<file path="src/rtl/scan_sel_ctrl_pkg.sv">
// Shared constants and FSM state encoding for the scan channel selector.
package scan_sel_ctrl_pkg;

  localparam int NUM_CH = 8;
  localparam int SEL_W  = 3;

  typedef enum logic [1:0] {
    ST_IDLE = 2'd0,
    ST_SCAN = 2'd1,
    ST_DONE = 2'd2
  } state_e;

endpackage

</file>
<file path="src/rtl/scan_sel_ctrl_if.sv">
// Control/status bundle between a scan requester and scan_sel_ctrl.
interface scan_sel_ctrl_if #(parameter int DWELL_W = 8);
  import scan_sel_ctrl_pkg::*;

  logic               start;
  logic               stop;
  logic               cont;
  logic [DWELL_W-1:0] dwell;
  logic [NUM_CH-1:0]  mask;
  logic [SEL_W-1:0]   sel;
  logic               sel_valid;
  logic               busy;
  logic               done;

  modport master (
    output start, stop, cont, dwell, mask,
    input  sel, sel_valid, busy, done
  );

  modport slave (
    input  start, stop, cont, dwell, mask,
    output sel, sel_valid, busy, done
  );

endinterface

</file>
<file path="src/rtl/scan_sel_ctrl_next_sel.sv">
// Finds the next enabled channel above cur, and the lowest enabled channel.
module scan_next_sel
  import scan_sel_ctrl_pkg::*;
(
  input  logic [NUM_CH-1:0] mask,
  input  logic [SEL_W-1:0]  cur,
  output logic [SEL_W-1:0]  next,
  output logic              wrap,
  output logic [SEL_W-1:0]  first
);

  always_comb begin
    first = '0;
    for (int i = NUM_CH - 1; i >= 0; i--) begin
      if (mask[i]) first = SEL_W'(i);
    end
  end

  // Walk downward so the lowest qualifying channel is the last one assigned.
  always_comb begin
    next = first;
    wrap = 1'b1;
    for (int i = NUM_CH - 1; i >= 0; i--) begin
      if (mask[i] && (i > int'(cur))) begin
        next = SEL_W'(i);
        wrap = 1'b0;
      end
    end
  end

endmodule

</file>
<file path="src/rtl/scan_sel_ctrl.sv">
// Round-robin scan selector: steps sel through enabled channels, holding each
// for an effective dwell of max(dwell,1) cycles, one-shot or continuous.
//   state   | meaning
//   IDLE    | waiting for an accepted start, all outputs low
//   SCAN    | sel holds an enabled channel, dwell counter running
//   DONE    | one-shot pass finished, done high for one cycle
module scan_sel_ctrl
  import scan_sel_ctrl_pkg::*;
#(
  parameter int DWELL_W = 8
) (
  input logic            clk,
  input logic            rst,
  scan_sel_ctrl_if.slave bus
);

  state_e             state_q, state_d;
  logic [SEL_W-1:0]   sel_q, sel_d;
  logic               sel_valid_q, sel_valid_d;
  logic               busy_q, busy_d;
  logic               done_q, done_d;
  logic [DWELL_W-1:0] cnt_q, cnt_d;
  logic [DWELL_W-1:0] dwell_q, dwell_d;
  logic [NUM_CH-1:0]  mask_q, mask_d;
  logic               cont_q, cont_d;

  logic [NUM_CH-1:0]  scan_mask;
  logic [SEL_W-1:0]   next_sel;
  logic [SEL_W-1:0]   first_sel;
  logic               wrap;
  logic [DWELL_W-1:0] eff_dwell;
  logic               start_ok;

  // In IDLE the finder looks at the live mask so the first channel is ready
  // on the accepting edge; afterwards only the latched mask matters.
  assign scan_mask = (state_q == ST_IDLE) ? bus.mask : mask_q;
  assign eff_dwell = (bus.dwell == '0) ? DWELL_W'(1) : bus.dwell;
  assign start_ok  = bus.start && !bus.stop && (bus.mask != '0);

  scan_next_sel u_next_sel (
    .mask  (scan_mask),
    .cur   (sel_q),
    .next  (next_sel),
    .wrap  (wrap),
    .first (first_sel)
  );

  always_ff @(posedge clk) begin
    if (rst) begin
      state_q     <= ST_IDLE;
      sel_q       <= '0;
      sel_valid_q <= 1'b0;
      busy_q      <= 1'b0;
      done_q      <= 1'b0;
      cnt_q       <= '0;
      dwell_q     <= '0;
      mask_q      <= '0;
      cont_q      <= 1'b0;
    end else begin
      state_q     <= state_d;
      sel_q       <= sel_d;
      sel_valid_q <= sel_valid_d;
      busy_q      <= busy_d;
      done_q      <= done_d;
      cnt_q       <= cnt_d;
      dwell_q     <= dwell_d;
      mask_q      <= mask_d;
      cont_q      <= cont_d;
    end
  end

  always_comb begin
    state_d     = state_q;
    sel_d       = sel_q;
    sel_valid_d = sel_valid_q;
    busy_d      = busy_q;
    done_d      = 1'b0;
    cnt_d       = cnt_q;
    dwell_d     = dwell_q;
    mask_d      = mask_q;
    cont_d      = cont_q;

    case (state_q)
      ST_IDLE: begin
        sel_d       = '0;
        sel_valid_d = 1'b0;
        busy_d      = 1'b0;
        if (start_ok) begin
          state_d     = ST_SCAN;
          mask_d      = bus.mask;
          dwell_d     = eff_dwell;
          cont_d      = bus.cont;
          cnt_d       = eff_dwell;
          sel_d       = first_sel;
          sel_valid_d = 1'b1;
          busy_d      = 1'b1;
        end
      end

      ST_SCAN: begin
        if (bus.stop) begin
          state_d     = ST_IDLE;
          sel_d       = '0;
          sel_valid_d = 1'b0;
          busy_d      = 1'b0;
          cnt_d       = '0;
        end else if (cnt_q == DWELL_W'(1)) begin
          if (wrap && !cont_q) begin
            state_d     = ST_DONE;
            done_d      = 1'b1;
            sel_d       = '0;
            sel_valid_d = 1'b0;
            busy_d      = 1'b0;
            cnt_d       = '0;
          end else begin
            sel_d = next_sel;
            cnt_d = dwell_q;
          end
        end else begin
          cnt_d = cnt_q - DWELL_W'(1);
        end
      end

      ST_DONE: begin
        state_d     = ST_IDLE;
        sel_d       = '0;
        sel_valid_d = 1'b0;
        busy_d      = 1'b0;
      end

      default: begin
        state_d     = ST_IDLE;
        sel_d       = '0;
        sel_valid_d = 1'b0;
        busy_d      = 1'b0;
        cnt_d       = '0;
      end
    endcase
  end

  assign bus.sel       = sel_q;
  assign bus.sel_valid = sel_valid_q;
  assign bus.busy      = busy_q;
  assign bus.done      = done_q;

endmodule

</file>
<file path="src/flat_wrapper.sv">
// flat-port wrapper written by rule: the top's interface ports become plain ports
module scan_sel_ctrl_flat import scan_sel_ctrl_pkg::*;
#(
  parameter int DWELL_W = 8
)
  (clk, rst, bus_start, bus_stop, bus_cont, bus_dwell, bus_mask, bus_sel, bus_sel_valid, bus_busy, bus_done);
  scan_sel_ctrl_if #(.DWELL_W(DWELL_W)) bus_i ();
  input logic clk;
  input logic rst;
  input wire logic [$bits(bus_i.start)-1:0] bus_start;
  input wire logic [$bits(bus_i.stop)-1:0] bus_stop;
  input wire logic [$bits(bus_i.cont)-1:0] bus_cont;
  input wire logic [$bits(bus_i.dwell)-1:0] bus_dwell;
  input wire logic [$bits(bus_i.mask)-1:0] bus_mask;
  output wire logic [$bits(bus_i.sel)-1:0] bus_sel;
  output wire logic [$bits(bus_i.sel_valid)-1:0] bus_sel_valid;
  output wire logic [$bits(bus_i.busy)-1:0] bus_busy;
  output wire logic [$bits(bus_i.done)-1:0] bus_done;
  assign bus_i.start = bus_start;
  assign bus_i.stop = bus_stop;
  assign bus_i.cont = bus_cont;
  assign bus_i.dwell = bus_dwell;
  assign bus_i.mask = bus_mask;
  assign bus_sel = bus_i.sel;
  assign bus_sel_valid = bus_i.sel_valid;
  assign bus_busy = bus_i.busy;
  assign bus_done = bus_i.done;
  scan_sel_ctrl #(.DWELL_W(DWELL_W)) u_core (.clk(clk), .rst(rst), .bus(bus_i));
endmodule
</file>
<file path="config.mk">
export PLATFORM = sky130hd
export DESIGN_NAME = scan_sel_ctrl_flat
export DESIGN_NICKNAME = d
export VERILOG_FILES = /design/src/rtl/scan_sel_ctrl_pkg.sv /design/src/rtl/scan_sel_ctrl_if.sv /design/src/rtl/scan_sel_ctrl_next_sel.sv /design/src/rtl/scan_sel_ctrl.sv /design/src/flat_wrapper.sv
export SDC_FILE = /design/constraint.sdc
export NUM_CORES = 1
export LEC_CHECK = 0
export BUFFER_PORTS_ARGS = -buffer_cell sky130_fd_sc_hd__buf_4
export CAP_MARGIN = 20
export CORE_ASPECT_RATIO = 1.5
export CORE_MARGIN = 2
export CORE_UTILIZATION = 62
export DETAILED_ROUTE_END_ITERATION = 6
export PLACE_DENSITY = 0.91
export SLEW_MARGIN = 20
export SYNTH_ARGS = -nofsm -noshare
export SYNTH_HDL_FRONTEND = slang
export SYNTH_SLANG_ARGS = --single-unit
</file>
<file path="constraint.sdc">
create_clock -name clk -period 4.91 [get_ports clk]
set_input_delay 0.7365 -clock clk [delete_from_list [all_inputs] [get_ports clk]]
set_output_delay 0.7365 -clock clk [all_outputs]
set_load 0.005 [all_outputs]
</file>
Word level (Yosys, flattened, before mapping)
Index checks and enable logic that the tools add are counted.
{"block": "classes", "magnitude_cmp": 7, "muxes": 45, "reduce_logical": 20, "bitwise": 3, "eq_ne": 6, "addsub": 1}
{"op": "two-way mux 3 bit", "count": 19}
{"op": "two-way mux 8 bit", "count": 6}
{"op": "one-hot mux 8 bit (3 select lines)", "count": 1}
{"op": "> comparator 3 bit (first input constant)", "count": 4}
{"op": "two-way mux 1 bit", "count": 12}
{"op": "logical AND 1 bit", "count": 10}
{"op": "equality test 8 x 1 -> 1 bit (second input constant)", "count": 1}
{"op": "zero test 8 bit", "count": 1}
{"op": "two-way mux 2 bit", "count": 4}
{"op": "nonzero test 8 bit", "count": 1}
{"op": "subtractor 8 x 1 -> 8 bit (second input constant)", "count": 1}
{"op": "> comparator 2 x 3 -> 1 bit (first input constant)", "count": 2}
{"op": "!= test 3 x 2 -> 1 bit (second input constant)", "count": 2}
{"op": "one-hot mux 3 bit (2 select lines)", "count": 1}
{"op": "AND reduction 2 bit", "count": 3}
{"op": "one-hot mux 2 bit (2 select lines)", "count": 1}
{"op": "OR reduction 4 bit", "count": 1}
{"op": "> comparator 1 x 3 -> 1 bit (first input constant)", "count": 1}
{"op": "NOT 1 bit", "count": 3}
{"op": "AND reduction 3 bit", "count": 1}
{"op": "equality test 2 x 1 -> 1 bit (second input constant)", "count": 1}
{"op": "equality test 2 bit (second input constant)", "count": 1}
{"op": "zero test 1 bit", "count": 2}
{"op": "zero test 2 bit", "count": 1}
{"op": "other kinds (2)", "count": 2}
{"block": "totals", "output_inout_bits": 6, "elab_cells": 90, "reg_bits": 32}

Depth between registers and ports, before layout
{"block": "logic_depth", "depth_word": 21, "mapped_depth": 9, "depth_no_buf": 7}

By module
A second synthesis with hierarchy kept.
{"block": "hier_totals", "cells_unflattened": 237, "hier_area_um2": 2030.7}
{"mod": "scan_sel_ctrl", "seq_area_each_um2": 640.6, "area_each_um2": 1730.4, "cells_each": 188, "instances": 1}
{"mod": "scan_next_sel", "seq_area_each_um2": 0.0, "area_each_um2": 300.3, "cells_each": 49, "instances": 1}

Worst setup path before layout
Ideal clock, no wire load.
{"block": "synth_timing", "kind": "input-to-reg", "start": "in bus_mask[3]", "end": "reg u_core.cnt_q[5]", "slack_ps": 2752, "cell_stages": 6, "path_buffers": 1, "arrival_time_ps": 2072, "setup_time_ps": 86, "path_cell_list": "or3b_2 a221o_1 nand4b_1 buf_6 nand4_1 a211oi_1"}
{"block": "synth_via", "elab_chain_cells": 10}
{"item": "start: declaration", "line_no": "flat_wrapper.sv:14", "source": "input wire logic [$bits(bus_i.mask)-1:0] bus_mask;"}
{"item": "two-way mux 8 bit", "line_no": "scan_sel_ctrl.sv:36", "source": "assign scan_mask = (state_q == ST_IDLE) ? bus.mask : mask_q;"}
{"item": "logical AND 1 bit", "line_no": "scan_sel_ctrl_next_sel.sv:24", "source": "if (mask[i] && (i > int'(cur))) begin"}
{"item": "two-way mux 1 bit (3 in a row)", "line_no": "scan_sel_ctrl_next_sel.sv:24"}
{"item": "logical AND 1 bit", "line_no": "scan_sel_ctrl.sv:108", "source": "if (wrap && !cont_q) begin"}
{"item": "two-way mux 8 bit", "line_no": "scan_sel_ctrl.sv:108"}
{"item": "two-way mux 8 bit", "line_no": "scan_sel_ctrl.sv:107", "source": "end else if (cnt_q == DWELL_W'(1)) begin"}
{"item": "two-way mux 8 bit", "line_no": "scan_sel_ctrl.sv:101", "source": "if (bus.stop) begin"}
{"item": "one-hot mux 8 bit (3 select lines)", "line_no": "scan_sel_ctrl.sv:83", "source": "case (state_q)"}
{"item": "end signal: assignment", "line_no": "scan_sel_ctrl.sv:65", "source": "cnt_q <= cnt_d;"}
{"item": "end: declaration", "line_no": "scan_sel_ctrl.sv:22", "source": "logic [DWELL_W-1:0] cnt_q, cnt_d;"}
Parallel ways exist; a longest one is shown, timed or not.
A chain may end at the register's enable or synchronous reset.

Worst setup path in the final report
{"block": "layout_timing", "start": "reg u_core.state_q[1]", "end": "reg u_core.sel_valid_q, in the netlist u_core.bus.sel_valid"}
{"block": "layout_via", "elab_chain_cells": 13}
{"item": "start: declaration", "line_no": "scan_sel_ctrl.sv:17", "source": "state_e state_q, state_d;"}
{"item": "start signal: assignment", "line_no": "scan_sel_ctrl.sv:60", "source": "state_q <= state_d;"}
{"item": "zero test 2 bit", "line_no": "scan_sel_ctrl.sv:36, scan_sel_ctrl.sv:83"}
{"item": "two-way mux 8 bit", "line_no": "scan_sel_ctrl.sv:36"}
{"item": "logical AND 1 bit", "line_no": "scan_sel_ctrl_next_sel.sv:24"}
{"item": "two-way mux 1 bit (7 in a row)", "line_no": "scan_sel_ctrl_next_sel.sv:24"}
{"item": "logical AND 1 bit", "line_no": "scan_sel_ctrl.sv:108"}
{"item": "!= test 3 x 2 -> 1 bit (no line)"}
{"item": "AND reduction 2 bit (no line)"}
{"item": "end signal: assignment", "line_no": "scan_sel_ctrl.sv:62", "source": "sel_valid_q <= sel_valid_d;"}
{"item": "end: declaration", "line_no": "scan_sel_ctrl.sv:19", "source": "logic sel_valid_q, sel_valid_d;"}
Parallel ways exist; a longest one is shown, timed or not.

==> impl_metrics.ini <==
[outcome]
status = finished clean

[clocking]
cts_sinks = 32
htreeDepth = 2
clk_pin_slew_ns = 0.07
cts_buffer_depth = 2
root_buffer = clkbuf_8
cts_resized = 0
cts_setup_buffers = 0
cts_hold_buf = 0
cts_tree = done
cts_made_buffers = 5
clk_latency_ns = 0.29

[timing]
maxSlewHeadroom_pct = 35.7
fin_skew_ns = 0.00553
tns_ns = 0
setup_viol = 0
fmax_ghz = 0.353
hold_viol = 0
period_needed_ns = 2.83
rsz0062_at_grt = no
slew_viol_final = 0
tightest_slew_ns = 0.965
min_period_over_period_pct = 57.7

[yosys]
synth.distinct_cells = 51
synthTopCellsByCount = nand2_1 (42), a21oi_1 (36), dfxtp_1 (32), nor2_1 (23)
synth_top_area_cell = dfxtp_1
synth_most_common_cell = nand2_1
syn_nets = 298
netlist_instances = 275
yosysSeqAreaShare_pct = 31.0
synth_area_per_cell_um2 = 7.53
async_reset_ff_share_pct = 0
ys_ff_latch = 32
synth_edf_count = 0
ys_top_cells_by_area = dfxtp_1 (31%), a21oi_1 (8.7%), nand2_1 (7.6%)
synthFlopType = dfxtp_1
synthesis.area_um2 = 2070
synth_top_area_share_pct = 31.0
yosys_warnings = 0

[worst_setup_path]
cp_slowest_cell = nand4b_1
worst-setup-path-type = reg2reg
crit_start = u_core.state_q[1]
cp_num_buf_inv = 0
r2r_start = u_core.state_q[1]
critPathArrivalTime_ns = 2.97
slowest_delay_ns = 0.59
crit_chain = or2_2 -> a31oi_1 -> nor4b_1 -> nand4b_1 -> nand2_1 -> a311oi_1
start_kind = flop
critPathTopFamily = simple AND/OR/NAND/NOR gates
crit_required_ns = 5.04
crit_fanout = 23
crit_path_end_kind = flop

[grt]
grt_pass1_vias = 1924
antenna_found_initial = 0
grt_pass1_wl_um = 8930
gr-total-overflow = 0
track_usage_pct = 31.8
grt_max_degree = 31

[floorplan]
design.core.area_um2 = 3160
fp-row-count = 25
die_area_um2 = 3830
dieWidth_um = 51.2
fp.dieH_um = 74.8
ioPinCount = 27
start_util_pct = 65.5

[route]
totalWireLength_um = 5800
first_pass_iters = 6
ant_nets = 0
drc = 0
drt-initial-drc-count = 130
vias_per_cell = 6.65
vias = 2175
wire_per_inst_um = 17.7

[place]
dpl.hpwl_um = 4060
dp_cells = 319
place.gp.congestion = 0.923
portBuffers = 26

[pwr]
p_per_area_nw_per_um2 = 317
vdd_ir_drop_max_v = 0.000238
p_leak_nw = 0.835

[final_layout]
syn_to_final_growth_pct = 11.2
drive_above_1_share_pct = 16.0
instances_no_fill = 327
layout.nets = 309
antenna_cells = 0

[min_path]
hp-start = u_core.dwell_q[6]
min_path_type = reg2reg

[flow_run]
drv_cap = 0
layout make-up:
class,instances,area [um^2]
multi-input cells,214,1260
fillers,269,858
clock inverters,1,30.0
clock buffers,7,96.3
inverters,7,26.3
well taps,40,50.0
flip-flops and latches,32,641
repair buffers,26,195
worst min-delay path: stages (launching register included):
cell     delay (ns)
dfxtp_1        0.31
nand2_1        0.05
a21oi_1        0.05
per-layer routing:
metal | global-route usage (%) | up-vias | routed length (um)
met5 | 0 | - | 0
li1 | - | 1031 | -
met3 | 5.56 | 30 | 369
met1 | 35.5 | 981 | 2170
met2 | 54.7 | 133 | 2990
met4 | 21.6 | 0 | 280
placed cells by master, fill, tap and decap left out, drive strengths merged, types with 2 or more instances in the layout:
| cell | instances |
|---|---|
| a211oi | 7 |
| a21oi | 36 |
| a221oi | 5 |
| a222oi | 4 |
| a22oi | 3 |
| a31o | 2 |
| a31oi | 3 |
| and2 | 4 |
| buf | 26 |
| clkbuf | 7 |
| dfxtp | 32 |
| ha | 2 |
| inv | 7 |
| mux2i | 2 |
| nand2 | 42 |
| nand2b | 4 |
| nand3 | 6 |
| nand4 | 4 |
| nor2 | 23 |
| nor2b | 2 |
| nor3 | 7 |
| nor3b | 3 |
| nor4 | 3 |
| nor4b | 4 |
| o21a | 5 |
| o21ai | 12 |
| o22ai | 5 |
| o31a | 2 |
| o31ai | 4 |
| or3b | 3 |
| xnor2 | 2 |
| xor2 | 3 |
power by group:
| group | internal, W | total, W | switching, W |
|---|---|---|---|
| clock | 0.000179 | 0.000282 | 0.000103 |
| combinational | 0.0000662 | 0.000152 | 0.0000862 |
| sequential | 0.000274 | 0.000295 | 0.0000210 |
worst paths after layout:
path,to,slack [ns],cells after the start
worst max-delay path,u_core.bus.sel_valid,2.08,6
worst min-delay path,u_core.dwell_q[6],0.46,2
worst max register to register,u_core.bus.sel_valid,2.08,6
worst min register to register,u_core.dwell_q[6],0.46,2
logic make-up after synthesis:
| group | share of synthesized area [%] |
|---|---|
| DFF | 31.0 |
| AOI/OAI and AO/OA | 29.8 |
| xor gates and xnor gates | 2.12 |
| adders and majority gates | 1.21 |
| muxes | 0.967 |
| and+or+nand+nor | 26.9 |
| buffers and inverters | 8.04 |
flip-flops by register name (all words and copies together) (netlist names):
name                  cells
u_core.bus.done           1
u_core.bus.sel            3
u_core.bus.sel_valid      1
u_core.cnt_q              8
u_core.cont_q             1
u_core.dwell_q            8
u_core.mask_q             8
u_core.state_q            2
per-stage QoR:
step	hold slack (ns)	util, %	cell area, um^2	worst slack [ns]	total power, W
floorplan	0.437	-	2070	2.75	0.000407
global placement	0.445	68.8	2170	2.11	0.000445
detailed placement	0.449	68.8	2170	2.13	0.000448
CTS	0.458	72.8	2300	2.13	0.000728
global route	0.467	72.8	2300	1.76	0.000754
finish	0.457	72.8	2300	2.08	0.000729
Note: power is estimated with default switching activity, not from simulation.
